==> config.mk <==
export PLATFORM = sky130hd
export DESIGN_NAME = enc_block_sequencer
export DESIGN_NICKNAME = d
export VERILOG_FILES = /design/src/rtl/enc_seq_pkg.sv /design/src/rtl/enc_req_queue.sv /design/src/rtl/enc_block_sequencer.sv
export SDC_FILE = /design/constraint.sdc
export NUM_CORES = 1
export LEC_CHECK = 0
export ABC_CLOCK_PERIOD_IN_PS = 2300
export CORE_AREA = 2 2 73 61
export CTS_CLUSTER_SIZE = 16
export DETAILED_ROUTE_END_ITERATION = 8
export DIE_AREA = 0 0 75 63
export PLACE_DENSITY = 0.8
export RECOVER_POWER = 50
export SYNTH_ARGS = -nofsm -noshare
export SYNTH_HDL_FRONTEND = slang
export SYNTH_SLANG_ARGS = --single-unit
==> constraint.sdc <==
create_clock -name clk -period 2.3 [get_ports clk]
set_input_delay 0.46 -clock clk [delete_from_list [all_inputs] [get_ports clk]]
set_output_delay 0.46 -clock clk [all_outputs]
set_load 0.05 [all_outputs]
==> src/rtl/enc_seq_pkg.sv <==
// Shared types and default sizing for the encoder block sequencer.
// Drain lengths are in encoder clock cycles; counter widths must cover DRAIN_LONG-1.
package enc_seq_pkg;

  typedef enum logic [1:0] {
    IDLE  = 2'd0,
    START = 2'd1,
    WAIT  = 2'd2,
    DRAIN = 2'd3
  } seq_state_e;

  localparam int DRAIN_SHORT_DEF = 1056;
  localparam int DRAIN_LONG_DEF  = 6144;
  localparam int CNT_W_DEF       = 13;
  localparam int MAX_PEND_DEF    = 4;
  localparam int PEND_W_DEF      = 3;
  localparam int BLK_W_DEF       = 8;
  localparam int TIMEOUT_DEF     = 8192;

  localparam logic MODE_SHORT = 1'b0;
  localparam logic MODE_LONG  = 1'b1;

endpackage

==> src/rtl/enc_req_queue.sv <==
// 1-bit-wide synchronous request FIFO with occupancy count; one-cycle push-to-visible.
// Push when full is refused unless a pop in the same cycle frees the slot.
module enc_req_queue
  import enc_seq_pkg::*;
#(
  parameter int DEPTH = MAX_PEND_DEF,
  parameter int CNT_W = PEND_W_DEF
) (
  input  logic             clk,
  input  logic             reset,
  input  logic             push,
  input  logic             push_dat,
  input  logic             pop,
  output logic             pop_dat,
  output logic             full,
  output logic             empty,
  output logic [CNT_W-1:0] count
);

  localparam int PTR_W = (DEPTH > 1) ? $clog2(DEPTH) : 1;

  logic [DEPTH-1:0] mem_q, mem_d;
  logic [PTR_W-1:0] wr_ptr_q, wr_ptr_d;
  logic [PTR_W-1:0] rd_ptr_q, rd_ptr_d;
  logic [CNT_W-1:0] cnt_q, cnt_d;
  logic             push_ok;
  logic             pop_ok;

  assign full    = (cnt_q == CNT_W'(DEPTH));
  assign empty   = (cnt_q == '0);
  assign count   = cnt_q;
  assign pop_dat = mem_q[rd_ptr_q];

  assign pop_ok  = pop & ~empty;
  assign push_ok = push & (~full | pop_ok);

  always_comb begin
    mem_d    = mem_q;
    wr_ptr_d = wr_ptr_q;
    rd_ptr_d = rd_ptr_q;
    cnt_d    = cnt_q;
    if (push_ok) begin
      mem_d[wr_ptr_q] = push_dat;
      wr_ptr_d        = wr_ptr_q + PTR_W'(1);
    end
    if (pop_ok) begin
      rd_ptr_d = rd_ptr_q + PTR_W'(1);
    end
    case ({push_ok, pop_ok})
      2'b10:   cnt_d = cnt_q + CNT_W'(1);
      2'b01:   cnt_d = cnt_q - CNT_W'(1);
      default: cnt_d = cnt_q;
    endcase
  end

  always_ff @(posedge clk or posedge reset) begin
    if (reset) begin
      mem_q    <= '0;
      wr_ptr_q <= '0;
      rd_ptr_q <= '0;
      cnt_q    <= '0;
    end else begin
      mem_q    <= mem_d;
      wr_ptr_q <= wr_ptr_d;
      rd_ptr_q <= rd_ptr_d;
      cnt_q    <= cnt_d;
    end
  end

endmodule

==> src/rtl/enc_block_sequencer.sv <==
// Encoder block sequencer: blk_ready edge -> queued start pulse (2 cycles when idle) -> wait done -> drain window.
// Requests beyond MAX_PEND are dropped and flagged sticky; ENC_WATCHDOG_EN adds a WAIT timeout.
module enc_block_sequencer
  import enc_seq_pkg::*;
#(
  parameter int DRAIN_SHORT = DRAIN_SHORT_DEF,
  parameter int DRAIN_LONG  = DRAIN_LONG_DEF,
  parameter int CNT_W       = CNT_W_DEF,
  parameter int MAX_PEND    = MAX_PEND_DEF,
  parameter int PEND_W      = PEND_W_DEF,
`ifdef ENC_WATCHDOG_EN
  parameter int TIMEOUT     = TIMEOUT_DEF,
`endif
  parameter int BLK_W       = BLK_W_DEF
) (
  input  logic              clk,
  input  logic              reset,
  input  logic              blk_ready,
  input  logic              length_sel,
  input  logic              enc_done,
  output logic              start_pulse,
  output logic              start_len,
  output logic              drain_rdreq,
  output logic [CNT_W-1:0]  drain_idx,
  output logic              busy,
  output logic [PEND_W-1:0] pend_count,
  output logic [BLK_W-1:0]  blk_count,
  output logic              overflow,
  output logic              timeout_err
);

  seq_state_e       state_q, state_d;
  logic             blk_ready_q;
  logic             start_len_q, start_len_d;
  logic [CNT_W-1:0] cnt_q, cnt_d;
  logic [BLK_W-1:0] blk_cnt_q, blk_cnt_d;
  logic             ovf_q, ovf_d;

  logic             req;
  logic             q_pop;
  logic             q_dat;
  logic             q_full;
  logic             q_empty;
  logic [CNT_W-1:0] drain_last;
  logic             wd_expire;

  assign req = blk_ready & ~blk_ready_q;

  enc_req_queue #(
    .DEPTH (MAX_PEND),
    .CNT_W (PEND_W)
  ) u_req_queue (
    .clk      (clk),
    .reset    (reset),
    .push     (req),
    .push_dat (length_sel),
    .pop      (q_pop),
    .pop_dat  (q_dat),
    .full     (q_full),
    .empty    (q_empty),
    .count    (pend_count)
  );

  assign drain_last = (start_len_q == MODE_LONG) ? CNT_W'(DRAIN_LONG - 1)
                                                 : CNT_W'(DRAIN_SHORT - 1);

  always_comb begin
    state_d     = state_q;
    start_len_d = start_len_q;
    cnt_d       = cnt_q;
    blk_cnt_d   = blk_cnt_q;
    q_pop       = 1'b0;
    case (state_q)
      IDLE: begin
        if (!q_empty) begin
          q_pop       = 1'b1;
          start_len_d = q_dat;
          state_d     = START;
        end
      end
      START: begin
        state_d = WAIT;
      end
      WAIT: begin
        if (enc_done) begin
          cnt_d   = '0;
          state_d = DRAIN;
        end else if (wd_expire) begin
          state_d = IDLE;
        end
      end
      DRAIN: begin
        if (cnt_q == drain_last) begin
          cnt_d     = '0;
          blk_cnt_d = blk_cnt_q + BLK_W'(1);
          state_d   = IDLE;
        end else begin
          cnt_d = cnt_q + CNT_W'(1);
        end
      end
      default: begin
        state_d = IDLE;
      end
    endcase
  end

  // The pop in IDLE frees a slot in the same cycle, so this only flags true drops.
  assign ovf_d = ovf_q | (req & q_full & ~q_pop);

  always_ff @(posedge clk or posedge reset) begin
    if (reset) begin
      state_q     <= IDLE;
      blk_ready_q <= 1'b1;
      start_len_q <= 1'b0;
      cnt_q       <= '0;
      blk_cnt_q   <= '0;
      ovf_q       <= 1'b0;
    end else begin
      state_q     <= state_d;
      blk_ready_q <= blk_ready;
      start_len_q <= start_len_d;
      cnt_q       <= cnt_d;
      blk_cnt_q   <= blk_cnt_d;
      ovf_q       <= ovf_d;
    end
  end

`ifdef ENC_WATCHDOG_EN
  localparam int WD_W = $clog2(TIMEOUT + 1);

  logic [WD_W-1:0] wd_q, wd_d;
  logic            to_q, to_d;

  assign wd_expire = (wd_q == WD_W'(TIMEOUT - 1));

  always_comb begin
    wd_d = '0;
    if (state_q == WAIT) begin
      wd_d = wd_q + WD_W'(1);
    end
    to_d = to_q | ((state_q == WAIT) & ~enc_done & wd_expire);
  end

  always_ff @(posedge clk or posedge reset) begin
    if (reset) begin
      wd_q <= '0;
      to_q <= 1'b0;
    end else begin
      wd_q <= wd_d;
      to_q <= to_d;
    end
  end

  assign timeout_err = to_q;
`else
  assign wd_expire   = 1'b0;
  assign timeout_err = 1'b0;
`endif

  assign start_pulse = (state_q == START);
  assign start_len   = start_len_q;
  assign drain_rdreq = (state_q == DRAIN);
  assign drain_idx   = cnt_q;
  assign busy        = (state_q != IDLE);
  assign blk_count   = blk_cnt_q;
  assign overflow    = ovf_q;

endmodule

Word-level counts from Yosys, hierarchy flattened
Cells that the tools add are included.
{"block": "classes", "bitwise_logic": 11, "n_lt_le_gt_ge": 3, "muxes": 16, "eq_ne": 10, "addsub": 6, "n_reduce_logical": 10}
{"cell": "two-way mux 13 bit", "n": 3}
{"cell": "case mux 13 bit (2 select lines)", "n": 1}
{"cell": "adder 13 x 1 -> 13 bit (second input constant)", "n": 1}
{"cell": "equality test 13 bit", "n": 1}
{"cell": "adder 8 x 1 -> 8 bit (second input constant)", "n": 1}
{"cell": "case mux 2 bit (4 select lines)", "n": 1}
{"cell": "equality test 2 bit (second input constant)", "n": 3}
{"cell": "< comparator 2 x 3 -> 1 bit (second input constant)", "n": 2}
{"cell": "two-way mux 2 bit", "n": 3}
{"cell": "case mux 3 bit (2 select lines)", "n": 1}
{"cell": "AND reduction 2 bit", "n": 3}
{"cell": "nonzero test 2 bit", "n": 3}
{"cell": "AND 1 bit", "n": 5}
{"cell": "adder 2 x 1 -> 2 bit (second input constant)", "n": 2}
{"cell": "bitwise mux 4 bit", "n": 1}
{"cell": "equality test 2 x 1 -> 1 bit (second input constant)", "n": 2}
{"cell": "two-way mux 1 bit", "n": 4}
{"cell": "!= test 2 bit (second input constant)", "n": 2}
{"cell": "inverter 1 bit", "n": 4}
{"cell": "adder 3 x 1 -> 3 bit (second input constant)", "n": 1}
{"cell": "equality test 3 bit (second input constant)", "n": 1}
{"cell": "zero test 3 bit", "n": 1}
{"cell": "AND reduction 3 bit", "n": 1}
{"cell": "subtractor 3 x 1 -> 3 bit (second input constant)", "n": 1}
{"cell": "other kinds (7)", "n": 8}
{"block": "totals", "register_bits": 37, "elab_cells": 66, "inputBits": 5, "out_inout_bits": 30}

Longest topological paths before layout
{"block": "logic_depth", "word_depth": 8, "depth_mapped": 9, "ltp_nobuf": 9}

Cells and area by module
Synthesis repeated with hierarchy kept, for this count alone.
{"block": "unflattened", "hier_cells": 191, "area_unflattened_um2": 2025.7}
{"mod": "enc_block_sequencer", "area_per_inst_um2": 1403.8, "n_inst": 1, "seq_area_each_um2": 651.9, "cells_each": 140}
{"mod": "enc_req_queue", "area_per_inst_um2": 621.8, "n_inst": 1, "seq_area_each_um2": 275.3, "cells_each": 51}

Worst setup path after synthesis
No wires, ideal clock.
{"block": "synth_timing", "path_kind": "register -> register", "start": "register state_q[1]", "end": "register cnt_q[12], in the netlist drain_idx[12]", "path_slack_ns": -0.157, "path_buffers": 0, "stages_incl_launch_ff": 6, "required_ns": 2.213, "arrival_time_ns": 2.370, "synth_period_minus_slack_ns": 2.457, "setup_time_ns": 0.087, "path_cell_list": "dfrtp_1 -> ha_1 -> mux2i_1 -> or4_1 -> or3_1 -> a22oi_1"}
{"block": "synth_between", "elab_chain_cells": 3, "elab_cells_between_ends": 6, "cone_classes": "3 x eq/ne; 1 x mux; 2 x reduce/logical"}
{"element": "start, declared", "line": "enc_block_sequencer.sv:32", "rtl": "seq_state_e state_q, state_d;"}
{"element": "start signal, assigned", "line": "enc_block_sequencer.sv:119", "rtl": "state_q <= state_d;"}
{"element": "equality test 2 bit (*)"}
{"element": "net drain_rdreq", "line": "enc_block_sequencer.sv:23", "rtl": "output logic drain_rdreq,"}
{"element": "nonzero test 2 bit (no line)"}
{"element": "AND reduction 2 bit (no line)"}
{"element": "end signal, assigned", "line": "enc_block_sequencer.sv:122", "rtl": "cnt_q <= cnt_d;"}
{"element": "end, declared", "line": "enc_block_sequencer.sv:35", "rtl": "logic [CNT_W-1:0] cnt_q, cnt_d;"}
Mark *: on every way through the listed nets, which the timed path passes. The rest lies on a longest branch.
A chain may end at the register's enable or synchronous reset.

Final worst setup path
{"block": "layout_timing", "start": "register state_q[1]", "end": "register u_req_queue.mem_q[2]"}
{"block": "layout_between", "elab_chain_cells": 5}
{"element": "zero test 2 bit", "line": "enc_block_sequencer.sv:73", "rtl": "case (state_q)"}
{"element": "two-way mux 1 bit", "line": "enc_block_sequencer.sv:73"}
{"element": "AND 1 bit", "line": "enc_req_queue.sv:34", "rtl": "assign pop_ok = pop & ~empty;"}
{"element": "bitwise OR 1 bit", "line": "enc_req_queue.sv:35", "rtl": "assign push_ok = push & (~full | pop_ok);"}
{"element": "AND 1 bit", "line": "enc_req_queue.sv:35"}
{"element": "end signal, assigned", "line": "enc_req_queue.sv:63", "rtl": "mem_q <= mem_d;"}
{"element": "end, declared", "line": "enc_req_queue.sv:22", "rtl": "logic [DEPTH-1:0] mem_q, mem_d;"}
No other way between the ends.

==> qor.yml <==
run_status:
  outcome: "finished clean"
logic_synthesis:
  avgSynthCellArea_um2: 10.47
  yosysSeqAreaShare_pct: 46.11
  netlist_area_mm2: 0.002011
  synthesis.instances: 192
  synth_edf_count: 0
  ys.flop_type: "dfrtp_1"
  synth_warnings: 0
  async_reset_ff_share_pct: 100.0
  yosysUniqueCellTypes: 43
  ys_seq_elements: 37
  syn-num-nets: 209
clock_tree:
  clk_pin_slew_ns: 0.07
  htreeDepth: 2
  clk_latency_ns: 0.29
  clock_path_buffers: 2
  clkSinkCount: 37
  tritoncts: "yes"
  cts-root-buf: "clkbuf_8"
  cts_buffers: 5
grt:
  grt_pass1_wl_um: 7024
  grt_max_degree: 38
  overflow: 0
  grt_antenna_before_repair: 0
  first_global_vias: 1491
  grt.total_usage_pct: 19.56
layout:
  layout-drive-gt1-share_pct: 12.03
  stdcell_area_mm2: 0.002572
  nFillCells: 338
  synthToLayoutAreaGrowth_pct: 27.94
  stdcell_count: 298
  register_area_um2: 927.1
  num_antenna_cells: 0
  nNetsFinal: 257
  multi_input_area_mm2: 0.001016
setup_path:
  rr_endpoint: "u_req_queue.mem_q[2]$_DFFE_PP0P_"
  cp_cell_sequence: "inv_1 > ha_2 > nor4b_1 > nor2_1 > buf_4 > nand2_1 > mux2_1"
  r2r_setup_slack_ns: 0.19
  crit_path_end: "u_req_queue.mem_q[2]$_DFFE_PP0P_"
  rr_worst_depth: 7
  cpPeakStageDelay_ns: 0.55
  crit_arrival_ns: 2.28
  crit_fanout: 7
  crit_required_ns: 2.47
  cp_slowest_cell: "nor4b_1"
  path_class: "reg2reg"
  cp_top_family: "simple AND/OR/NAND/NOR gates"
  start_kind: "flip-flop"
  crit_start: "state_q[1]$_DFFE_PP0P_"
  crit_path_end_kind: "flip-flop"
  critPathBufInv: 2
  path_depth: 7
  r2r-start: "state_q[1]$_DFFE_PP0P_"
power:
  max-vdd-ir-drop_uv: 790.4
  powerDensity_mw_per_mm2: 1105
  power.total_w: 0.002842
  p_leak_nw: 1.134
min_path:
  hold_class: "reg2reg"
route:
  num_vias: 1605
  wire_per_inst_um: 13.63
  drt_iter0_markers: 149
  drtPass1Iterations: 5
  ant_nets: 0
  viasPerCell: 5.386
  drc_errors: 0
  wl_um: 4062
sta:
  fin_skew_ns: 0.005732
  hold_viol_final: 0
  fin_setup_tns_ns: 0
  post-route-min-period_ns: 2.110
  setup_viol: 0
  fmax_mhz: 473.9
  fin_crit_sh_pct: 91.75
  slew_violations: 0
  tightest_slew_ns: 0.9246
  rsz0062_at_grt: "no"
  max_slew_margin_pct: 38.36
die:
  placementRows: 21
  die_y_um: 63
  fp.dieW_um: 75
  dieArea_mm2: 0.004725
  fp.coreArea_mm2: 0.004020
  ios: 35
  start_util_pct: 50.02
place:
  io_buffer_count: 33
  dp.cells: 290
  dpl-instance-area_mm2: 0.002482
  routabilityCongestion: 0.8158
  place.detailed.hpwl_um: 2914
job:
  max-cap-violations: 0
-- cell usage in the layout (no fill, tap or decap), types with 6 or more instances in the layout --
cell type        Yosys  final
dfrtp_1             36     36
clkdlybuf4s50_1      0     26
nand2_1             17     17
inv_1               13     12
xnor2_1             10     10
nor3_1               9      9
ha_1                11      9
buf_4                2      9
a21oi_1              8      8
nand3_1              7      7
nor2_1               7      7
xor2_1               7      7
clkbuf_8             0      7
o21ai_0              6      6
-- synthesized netlist by cell type (all sizes together), types with 7 or more instances --
| master | instances | area (µm²) |
|---|---|---|
| xor2 | 7 | 61.31 |
| nand3 | 7 | 35.03 |
| inv | 13 | 48.80 |
| xnor2 | 10 | 87.58 |
| a21oi | 8 | 40.04 |
| ha | 11 | 137.6 |
| nor2 | 7 | 26.28 |
| dfrtp | 36 | 900.9 |
| o21ai | 9 | 48.80 |
| nand2 | 17 | 63.81 |
| nor3 | 9 | 45.04 |
-- report_power, final --
part / switching, W / internal (W) / leakage (nW) / total [W]
Sequential: 0.000152 / 0.000812 / 0.480 / 0.000964
Combinational: 0.000854 / 0.000529 / 0.600 / 0.00138
Clock: 0.000224 / 0.000271 / 0.0542 / 0.000495
Total: 0.00123 / 0.00161 / 1.13 / 0.00284
-- layout make-up --
cell class	count	share of cell area [%]
inverters	13	1.897
well taps	57	2.772
clock inverters	1	0.1946
multi-input cells	138	39.49
flip-flops and latches	37	36.04
clock buffers	7	3.745
repair buffers	45	15.86
-- cell families (layout without fill, tap and decap cells) --
| group | count (synthesis) | in the layout | synth area share (%) |
|---|---|---|---|
| flops | 37 | 37 | 46.11 |
| xor+xnor | 17 | 17 | 7.405 |
| fa+ha+maj | 12 | 12 | 7.841 |
| other cells | 1 | 1 | 0.1865 |
| simple gates | 67 | 67 | 18.73 |
| mux | 8 | 8 | 4.916 |
| buf+inv | 17 | 66 | 3.920 |
| compound gates | 33 | 33 | 10.89 |
-- sequential cells by signal, summed over array words and instances (netlist names) --
signal and cells:
drain_idx 13, blk_count 8, state_q 2, u_req_queue.wr_ptr_q 2
blk_ready_q 1, u_req_queue.count 3, u_req_queue.rd_ptr_q 2, overflow 1
start_len 1, u_req_queue.mem_q 4
-- timing repair --
| action | 4_1_cts | 5_1_grt |
|---|---|---|
| resized for setup | 0 | 4 |
| hold buffers | 0 | 0 |
| buffers inserted | 0 | 0 |
| setup endpoints to repair | 0 | 3 |
-- worst min-delay path by stage --
| stage | from | to | depth (start not counted) |
|---|---|---|---|
| floorplan | u_req_queue.rd_ptr_q[1]$_DFFE_PP0P_ | u_req_queue.rd_ptr_q[1]$_DFFE_PP0P_ | 1 |
| global placement | blk_count[7]$_DFFE_PP0P_ | blk_count[7]$_DFFE_PP0P_ | 1 |
| detailed placement | overflow$_DFF_PP0_ | overflow$_DFF_PP0_ | 1 |
| CTS | overflow$_DFF_PP0_ | overflow$_DFF_PP0_ | 1 |
| global route | blk_count[7]$_DFFE_PP0P_ | blk_count[7]$_DFFE_PP0P_ | 1 |
| finish | overflow$_DFF_PP0_ | overflow$_DFF_PP0_ | 1 |
-- per-layer routing --
metal | global-route usage, % | part of all wire, % | wire, µm | vias up
li1 | - | - | - | 777
met1 | 28.12 | 47 | 1904 | 780
met2 | 28.18 | 46 | 1878 | 41
met3 | 4.516 | 5.2 | 212 | 7
met4 | 7.813 | 1.6 | 66 | 0
met5 | 0 | 0 | 0 | -
-- through the flow --
stage	util, %	setup WS, ns	hold slack (ns)
final	63.99	0.1898	0.4561
after CTS	64.27	0.02566	0.4675
after floorplan	-	0.08066	0.4528
after global placement	61.75	0.07122	0.4556
after detailed placement	61.75	0.04216	0.4467
after global routing	63.99	0.005692	0.4763
Note: power is estimated with default switching activity, not from simulation.
